### config.mk
export PLATFORM = sky130hd
export DESIGN_NAME = i2s_tx
export DESIGN_NICKNAME = d
export VERILOG_FILES = /design/src/rtl/i2s_tx.sv
export SDC_FILE = /design/constraint.sdc
export NUM_CORES = 1
export LEC_CHECK = 0
export ABC_AREA = 1
export CAP_MARGIN = 40
export CORE_ASPECT_RATIO = 0.75
export CORE_MARGIN = 2
export CORE_UTILIZATION = 40
export CTS_CLUSTER_SIZE = 28
export DETAILED_ROUTE_END_ITERATION = 8
export GPL_ROUTABILITY_DRIVEN = 0
export REMOVE_ABC_BUFFERS = 1
export SLEW_MARGIN = 20
export SYNTH_ARGS = -nofsm -noshare
export SYNTH_HDL_FRONTEND = slang
export SYNTH_SLANG_ARGS = --single-unit
export TNS_END_PERCENT = 50
### constraint.sdc
create_clock -name clk_i -period 3.9 [get_ports clk_i]
set_input_delay 0.78 -clock clk_i [delete_from_list [all_inputs] [get_ports clk_i]]
set_output_delay 0.78 -clock clk_i [all_outputs]
set_load 0.005 [all_outputs]
### src/rtl/i2s_tx.sv
// i2s_tx: mono 24-bit I2S transmitter; SCLK = clk_i / (2*SCLK_HALF), 64 slots per frame.
// Define I2S_TX_OVERRUN_EN to build the sticky overrun flag; otherwise overrun_o is tied low.
module i2s_tx #(
    parameter int SCLK_HALF = 4
) (
    input  logic               clk_i,
    input  logic               reset_i,
    input  logic signed [23:0] sample_i,
    input  logic               sample_valid_i,
    output logic               sclk_o,
    output logic               lrck_o,
    output logic               sdata_o,
    output logic               frame_o,
    output logic               underrun_o,
    output logic               overrun_o
);
    localparam int DATA_W = 24;
    localparam int DIV_W  = $clog2(SCLK_HALF);

    logic [DIV_W-1:0]         div_q, div_d;
    logic                     sclk_q, sclk_d;
    logic [5:0]               slot_q, slot_d;
    logic                     lrck_q, lrck_d;
    logic                     sdata_q, sdata_d;
    logic                     frame_q, frame_d;
    logic                     underrun_q, underrun_d;
    logic signed [DATA_W-1:0] hold_q, hold_d;
    logic                     pend_q, pend_d;
    logic signed [DATA_W-1:0] word_q, word_d;
    logic                     div_wrap;
    logic                     fall;
    logic                     load;

    // Slot 0 is the one-bit I2S delay; slots 1..24 carry the word MSB first, the rest are zero.
    function automatic logic slot_bit(input logic signed [DATA_W-1:0] word,
                                      input logic [4:0] slot);
        logic [DATA_W-1:0] sh;
        sh = '0;
        if (slot >= 5'd1 && slot <= 5'd24) begin
            sh = DATA_W'(word) << (slot - 5'd1);
        end
        return sh[DATA_W-1];
    endfunction

    always_comb begin
        div_wrap   = (div_q == DIV_W'(SCLK_HALF - 1));
        fall       = div_wrap && sclk_q;
        load       = fall && (slot_q == 6'd63);

        div_d      = div_wrap ? '0 : div_q + DIV_W'(1);
        sclk_d     = div_wrap ? ~sclk_q : sclk_q;
        slot_d     = slot_q;
        lrck_d     = lrck_q;
        sdata_d    = sdata_q;
        hold_d     = hold_q;
        pend_d     = pend_q;
        word_d     = word_q;
        frame_d    = load;
        underrun_d = 1'b0;

        if (fall) begin
            slot_d  = slot_q + 6'd1;
            lrck_d  = slot_d[5];
            sdata_d = slot_bit(word_q, slot_d[4:0]);
        end

        // A strobe landing on the load cycle bypasses the holding register entirely.
        if (load) begin
            if (sample_valid_i) begin
                word_d = sample_i;
                pend_d = 1'b0;
            end else if (pend_q) begin
                word_d = hold_q;
                pend_d = 1'b0;
            end else begin
                underrun_d = 1'b1;
            end
        end else if (sample_valid_i) begin
            hold_d = sample_i;
            pend_d = 1'b1;
        end
    end

    always_ff @(posedge clk_i) begin
        if (reset_i) begin
            div_q      <= '0;
            sclk_q     <= 1'b0;
            slot_q     <= '0;
            lrck_q     <= 1'b0;
            sdata_q    <= 1'b0;
            frame_q    <= 1'b0;
            underrun_q <= 1'b0;
            hold_q     <= '0;
            pend_q     <= 1'b0;
            word_q     <= '0;
        end else begin
            div_q      <= div_d;
            sclk_q     <= sclk_d;
            slot_q     <= slot_d;
            lrck_q     <= lrck_d;
            sdata_q    <= sdata_d;
            frame_q    <= frame_d;
            underrun_q <= underrun_d;
            hold_q     <= hold_d;
            pend_q     <= pend_d;
            word_q     <= word_d;
        end
    end

`ifdef I2S_TX_OVERRUN_EN
    logic overrun_q, overrun_d;

    always_comb begin
        overrun_d = overrun_q;
        if (sample_valid_i && !load && pend_q) begin
            overrun_d = 1'b1;
        end
    end

    always_ff @(posedge clk_i) begin
        if (reset_i) begin
            overrun_q <= 1'b0;
        end else begin
            overrun_q <= overrun_d;
        end
    end

    assign overrun_o = overrun_q;
`else
    assign overrun_o = 1'b0;
`endif

    assign sclk_o     = sclk_q;
    assign lrck_o     = lrck_q;
    assign sdata_o    = sdata_q;
    assign frame_o    = frame_q;
    assign underrun_o = underrun_q;

endmodule

==> results of run 1 <==
layout by cell type (no fill, tap or decap), types with 2 or more instances in the layout:
cell type / synthesis / layout
inv_2: 3 / 3
buf_4: 6 / 2
o21ai_0: 39 / 39
inv_1: 46 / 46
a31oi_1: 9 / 9
nand3_1: 11 / 11
nor2_1: 23 / 23
nand2_2: 2 / 2
a21oi_1: 59 / 59
nand2_1: 123 / 123
nor2_4: 2 / 2
clkdlybuf4s50_1: 0 / 31
dfxtp_1: 61 / 61
clkbuf_8: 0 / 10
nor2_2: 2 / 2
ha_1: 4 / 4
o21ai_1: 9 / 9
nand4_1: 4 / 4
clkbuf_1: 12 / 2
nor3_1: 3 / 3
worst reg2reg max path: cells and delay by family (launching register included):
kind | cells | cell delay (ps)
buf+inv | 2 | 350
fa+ha+maj | 1 | 460
flops | 1 | 710
simple gates | 9 | 790
compound gates | 1 | 110
logic make-up (layout without fill, tap and decap cells):
group,after synthesis,in the layout
AOI/OAI and AO/OA,117,117
adders and majority gates,4,4
buffers and inverters,74,97
DFF,61,61
other,1,1
and+or+nand+nor,172,172
stage by stage:
step	instance area, µm²	hold slack [ps]	total power (µW)	std cells	setup slack (ps)
after floorplan	2770	400	720	405	1890
after global placement	3220	422	774	536	1410
after detailed placement	3220	416	776	536	1340
after CTS	3400	433	1320	550	1420
after global routing	3400	467	1360	550	1110
final	3400	435	1300	550	1420
state kept, by name, summed over array words and instances (netlist names):
name        cells
hold_q         24
sdata_o         1
div_q           2
sclk_o          1
slot_q          6
pend_q          1
underrun_o      1
word_q         24
frame_o         1
power groups by stage:
stage	combinational [µW]	clock, µW	sequential, µW
finish	109	536	652
global route	125	584	655
CTS	111	555	653
detailed placement	110	0	666
global placement	108	0	666
floorplan	56.0	0	664
worst max-delay path by stage:
| stage | from | to | slack [ps] |
|---|---|---|---|
| after floorplan | slot_q[0] | sdata_o | 1890 |
| final | slot_q[0] | sdata_o | 1420 |
| after global routing | slot_q[0] | word_q[23] | 1110 |
| after global placement | sample_valid_i | word_q[10] | 1410 |
| after CTS | slot_q[0] | word_q[23] | 1420 |
| after detailed placement | sample_valid_i | word_q[23] | 1340 |
area by class of cell:
cell class                      instances  share of cell area
Inverter                               50              0.0559
Timing Repair Buffer                   33              0.0956
Multi-Input combinational cell        294               0.401
Sequential cell                        61               0.359
Tap cell                               98              0.0360
Clock inverter                          2              0.0103
Clock buffer                           12              0.0427
metal layers:
layer  track usage  wire length, µm  vias up
li1              -                -     1422
met1         0.234             3260     1116
met2         0.258             2630       43
met3        0.0541              229        4
met4        0.0600               48        0
met5             0                0        -
==> run metrics, run 1 <==
drt pass-1 iters=4; vias in the first global route=approximately 2400; WHS Endpoint=div_q[0]; final core area utilization=0.491; max_cap viols=0; crit path max fanout=17; most common cell in the netlist=nand2_1; internal cell power=around 1000 µW; register area=0.00122 mm²; endpoints failing setup=0; Simple-Gate Fraction of Synth Area=0.244; CP dominant cell by count=nand2_1; drt wl/cell=11.2 µm; reg2reg path depth=13; site row count=26; H-Tree Depth=3; worst hold path class=reg2reg; Crit path depth=13; Post-CTS Setup Bufs=0; CTS max path bufs=2; Post-Synth XOR/XNOR Area=0; hold depth=1; share of the synthesized area in the top cell type=0.421; Total Nets Final=480; vias per cell=about 4.7; Initial Util=0.419; average cell area after synthesis=just under 7 µm²; family with the most delay on the worst path=simple AND/OR/NAND/NOR gates; clock skew=around 6.2 ps; FF-to-FF Start=slot_q[0]; clock slew at reported path FFs=around 60 ps; Synth cell types=25; Clock Latency Late Sink=roughly 340 ps; cts hold-fix bufs=0; crit-path cells=inv_2 > ha_1 > nand2_1 > inv_1 > nor2_1 > nand2_1 > nand2_1 > nand2_1 > nand2_1 > nand2_1 > nand3_1 > nand2_1 > a21oi_2; die height=about 78 µm; GRT Overall Usage=0.173; CP Buf/Inv Count=2; # resized after CTS=0; Compound-Gate Fraction of Synth Area=0.207; Crit. End Element=flop; crit path DAT=between 2000 and 3000 ps; Async SR Flop Fraction=0; Least-Margin Pin Slew=798 ps; die area=0.00795 mm²; antenna cells=0; clock network fraction of total power=0.413; area leader, netlist=dfxtp_1; net switching power=299 µW; combinational family with the most area after synthesis=simple AND/OR/NAND/NOR gates; Fin Setup TNS=0 ps; CTS tree=done; via count=around 2600; peak per-stage delay on the critical path=around 710 ps; synthesized-area fraction occupied by adder cells=0.0173; status=completed; first-pass GRT wire length=around 11000 µm; Hold Fails Final Rpt=0; crit path kind=reg2reg; post-DP HPWL=4130 µm; max-slew violations=0; type of origin of the critical path=flop; DR DRC count=0; static leakage=between 0.001 and 0.0015 µW; Worst EP required=approximately 4200 ps; port buffer count=31; Fmax achieved=403 MHz; total of fill cells in the finished design=737; Core ar.=0.00693 mm²; Ports=33; post-route ant nets=0; CTS root buffer=clkbuf_8; initial antenna violation count=0; Num CTS Buffers=9; power density over the cells=381 mW/mm²; largest net degree at the start of global routing=47; ranking of synthesized cells by area=dfxtp_1 42%, nand2_1 16%, a21oi_1 10%, o21ai_0 6.7%, inv_1 6.0%; sequential share of power=0.503; Total Routed Length=roughly 6200 µm; most frequent cells after synthesis=123 x nand2_1, 61 x dfxtp_1, 59 x a21oi_1, 46 x inv_1, 39 x o21ai_0; post-synthesis mux area share=0; Final Cycle Share=0.636; Comb pwr share=0.084; initial DRC count=~130; post-layout min period=around 2500 ps; synthesis-stage register bit count=slightly above 60; Seq/Total Area, Yosys=0.421; Rel. slew slack=0.467; Area Overhead vs Synth=17.3%; internal reg-to-reg setup slack=~1400 ps; Die Width=between 100 and 150 µm; layout cells sized above 1=0.0575; Congestion Overflow GR=0; RR Endpoint=sdata_o; Netlist Area Pre-Place=about 0.0029 mm²; CP max-delay cell=dfxtp_1; switching share of total power=0.230; CTS Sinks=between 60 and 70; synth warn=0; number of flops mapped to enable cells by yosys=0; Mapped Cells=about 430; worst vdd ir=between 0.15 and 0.2 mV; hold path startpoint=div_q[0]; RSZ-0062 raised after global routing=false; most common flop cell mapped by yosys=dfxtp_1; area occupied by multi-input gates=0.00136 mm²
Note: power is estimated with default switching activity, not from simulation.
==> run 2: changes to the inputs <==
==> constraint.sdc (replaced) <==
create_clock -name clk_i -period 2.1 [get_ports clk_i]
set_input_delay 0.42 -clock clk_i [delete_from_list [all_inputs] [get_ports clk_i]]
set_output_delay 0.42 -clock clk_i [all_outputs]
set_load 0.005 [all_outputs]
==> run 2 against run 1 <==
Net effect: sequential cell count unchanged; clock power rose by 88%; combinational power grew 100%; routed wire length up 7.5%; critical path type unchanged; register-to-register slack got worse by 1200 ps; worst hold slack worse by 9.2 ps; sequential power increased by 86%; sequential share of layout area shrank 1.1 points; clock-buffer cell count is 1 lower; power increased by 88%; clock skew barely moved; global-route usage grew 0.59 points; largest cell class unchanged; highest routed layer unchanged.
==> run metrics, run 2 (synthesis gave the netlist of run 1 again) <==
Worst EP required=roughly 2400 ps; initial antenna violation count=0; type of origin of the critical path=flop; drt wl/cell=roughly 12 µm; Total Nets Final=roughly 490; die area=0.00795 mm²; first-pass GRT wire length=11100 µm; Area Overhead vs Synth=21.1%; Final Power=around 2400 µW; post-route cell area=0.00351 mm²; worst vdd ir=roughly 0.34 mV; port buffer count=31; Post-Place Cells=roughly 550; net switching power=roughly 550 µW; switching share of total power=0.227; status=completed; RR Endpoint=sdata_o; FF-to-FF Start=slot_q[1]; crit path DAT=about 2100 ps; site row count=26; internal cell power=1890 µW; GRT Overall Usage=0.178; internal reg-to-reg setup slack=around 240 ps; register area=roughly 0.0012 mm²; post-route ant nets=0; Die Width=slightly above 100 µm; CTS tree=done; sequential share of power=0.496; largest net degree at the start of global routing=47; static leakage=0.00149 µW; Fin Setup TNS=0 ps; endpoints failing setup=0; commonest non-fill, non-tap cell in the layout=nand2_1; Largest regs=hold_q: 24 flops, word_q: 24 flops, slot_q: 6 flops; Core ar.=around 0.007 mm²; vias in the first global route=between 2000 and 2500; clock slew at reported path FFs=60 ps; Hold Fails Final Rpt=0; die height=77.7 µm; hold path startpoint=div_q[0]; area occupied by multi-input gates=between 0.001 and 0.0015 mm²; final core area utilization=0.507; Comb pwr share=0.090; Least-Margin Pin Slew=between 500 and 600 ps; Total Routed Length=approximately 6600 µm; layout cells sized above 1=0.0866; initial DRC count=between 90 and 100; reg2reg path depth=11; via count=approximately 2700; max-slew violations=0; RSZ-0062 raised after global routing=false; CTS max path bufs=2; CTS Sinks=between 60 and 70; total of fill cells in the finished design=~730; max_cap viols=0; antenna cells=0; power density over the cells=695 mW/mm²; drt pass-1 iters=4; most frequent cells in the layout=123 x nand2_1, 60 x dfxtp_1, 59 x a21oi_1, 46 x inv_1, 39 x o21ai_0; Crit. End Element=flop; dpl cell area=0.00331 mm²; Clock Latency Late Sink=340 ps; H-Tree Depth=3; post-layout min period=about 1900 ps; clock network fraction of total power=0.415; WHS Endpoint=div_q[0]; crit path max fanout=7; CTS root buffer=clkbuf_8; Ports=33; Rel. slew slack=0.634; crit path kind=reg2reg; clock skew=around 6.3 ps; worst hold path class=reg2reg; vias per cell=between 4 and 5; Num CTS Buffers=9; DR DRC count=0; Final Cycle Share=0.887; Final Non-Filler Cells=560; Initial Util=0.419; Congestion Overflow GR=0; Fmax achieved=~540 MHz; post-DP HPWL=~4400 µm; hold depth=1
## run 2: cell types whose count changed in the layout (fill, tap and decap cells not counted), sizes merged
cell / delta
clkbuf: -1
nor2: +1
buf: +10
## run 2: power groups by stage
stage	logic, µW	registers, µW	clock network [µW]
6_report	220	1210	1010
2_1_floorplan	104	1230	0
5_1_grt	247	1210	1100
3_5_place_dp	218	1240	0
4_1_cts	220	1210	1050
3_3_place_gp	215	1240	0
## run 2: routing by layer
layer	vias to the layer above	track usage	routed length, µm
met5	-	0	0
met4	0	0.0547	63
met3	5	0.0631	348
met2	57	0.261	2810
met1	1186	0.246	3410
li1	1442	-	-
## run 2: what timing repair did
action,4_1_cts,5_1_grt
cloned,1,0
setup endpoints to repair,3,32
gates resized for setup,1,3
pin swaps,1,0
hold buffers,0,0
setup buffers,0,0
## run 2: through the flow
step | setup WS, ps | hold slack [ps]
final | 237 | 425
after floorplan | 93.0 | 400
after global placement | 42.7 | 413
after global routing | 19.6 | 453
after CTS | 134 | 430
after detailed placement | 15.6 | 421
## run 2: final cells by class
| class | count | area share |
|---|---|---|
| Multi-Input combinational cell | 295 | 0.392 |
| Sequential cell | 61 | 0.348 |
| Timing Repair Buffer | 43 | 0.118 |
| Inverter | 50 | 0.0548 |
| Clock buffer | 11 | 0.0431 |
| Tap cell | 98 | 0.0349 |
| Clock inverter | 2 | 0.00997 |
## run 2: critical path, stage by stage (launching register included)
cell     delay (ps)
dfxtp_1         420
inv_1            90
ha_1            390
nor2_2          230
inv_2            40
nor2_1          100
nand2_1          70
nand2_2          80
nand3_1          80
a21oi_1         120
nand2_1          80
a21oi_2         110
## run 2: worst max-delay path by stage
stage | start | to | slack [ps] | cells after the start
after detailed placement | slot_q[0] | word_q[12] | 20 | 7
after global placement | slot_q[0] | word_q[12] | 40 | 7
after CTS | slot_q[0] | hold_q[1] | 130 | 9
final | slot_q[1] | sdata_o | 240 | 11
after global routing | slot_q[1] | sdata_o | 20 | 11
after floorplan | slot_q[0] | sdata_o | 90 | 13
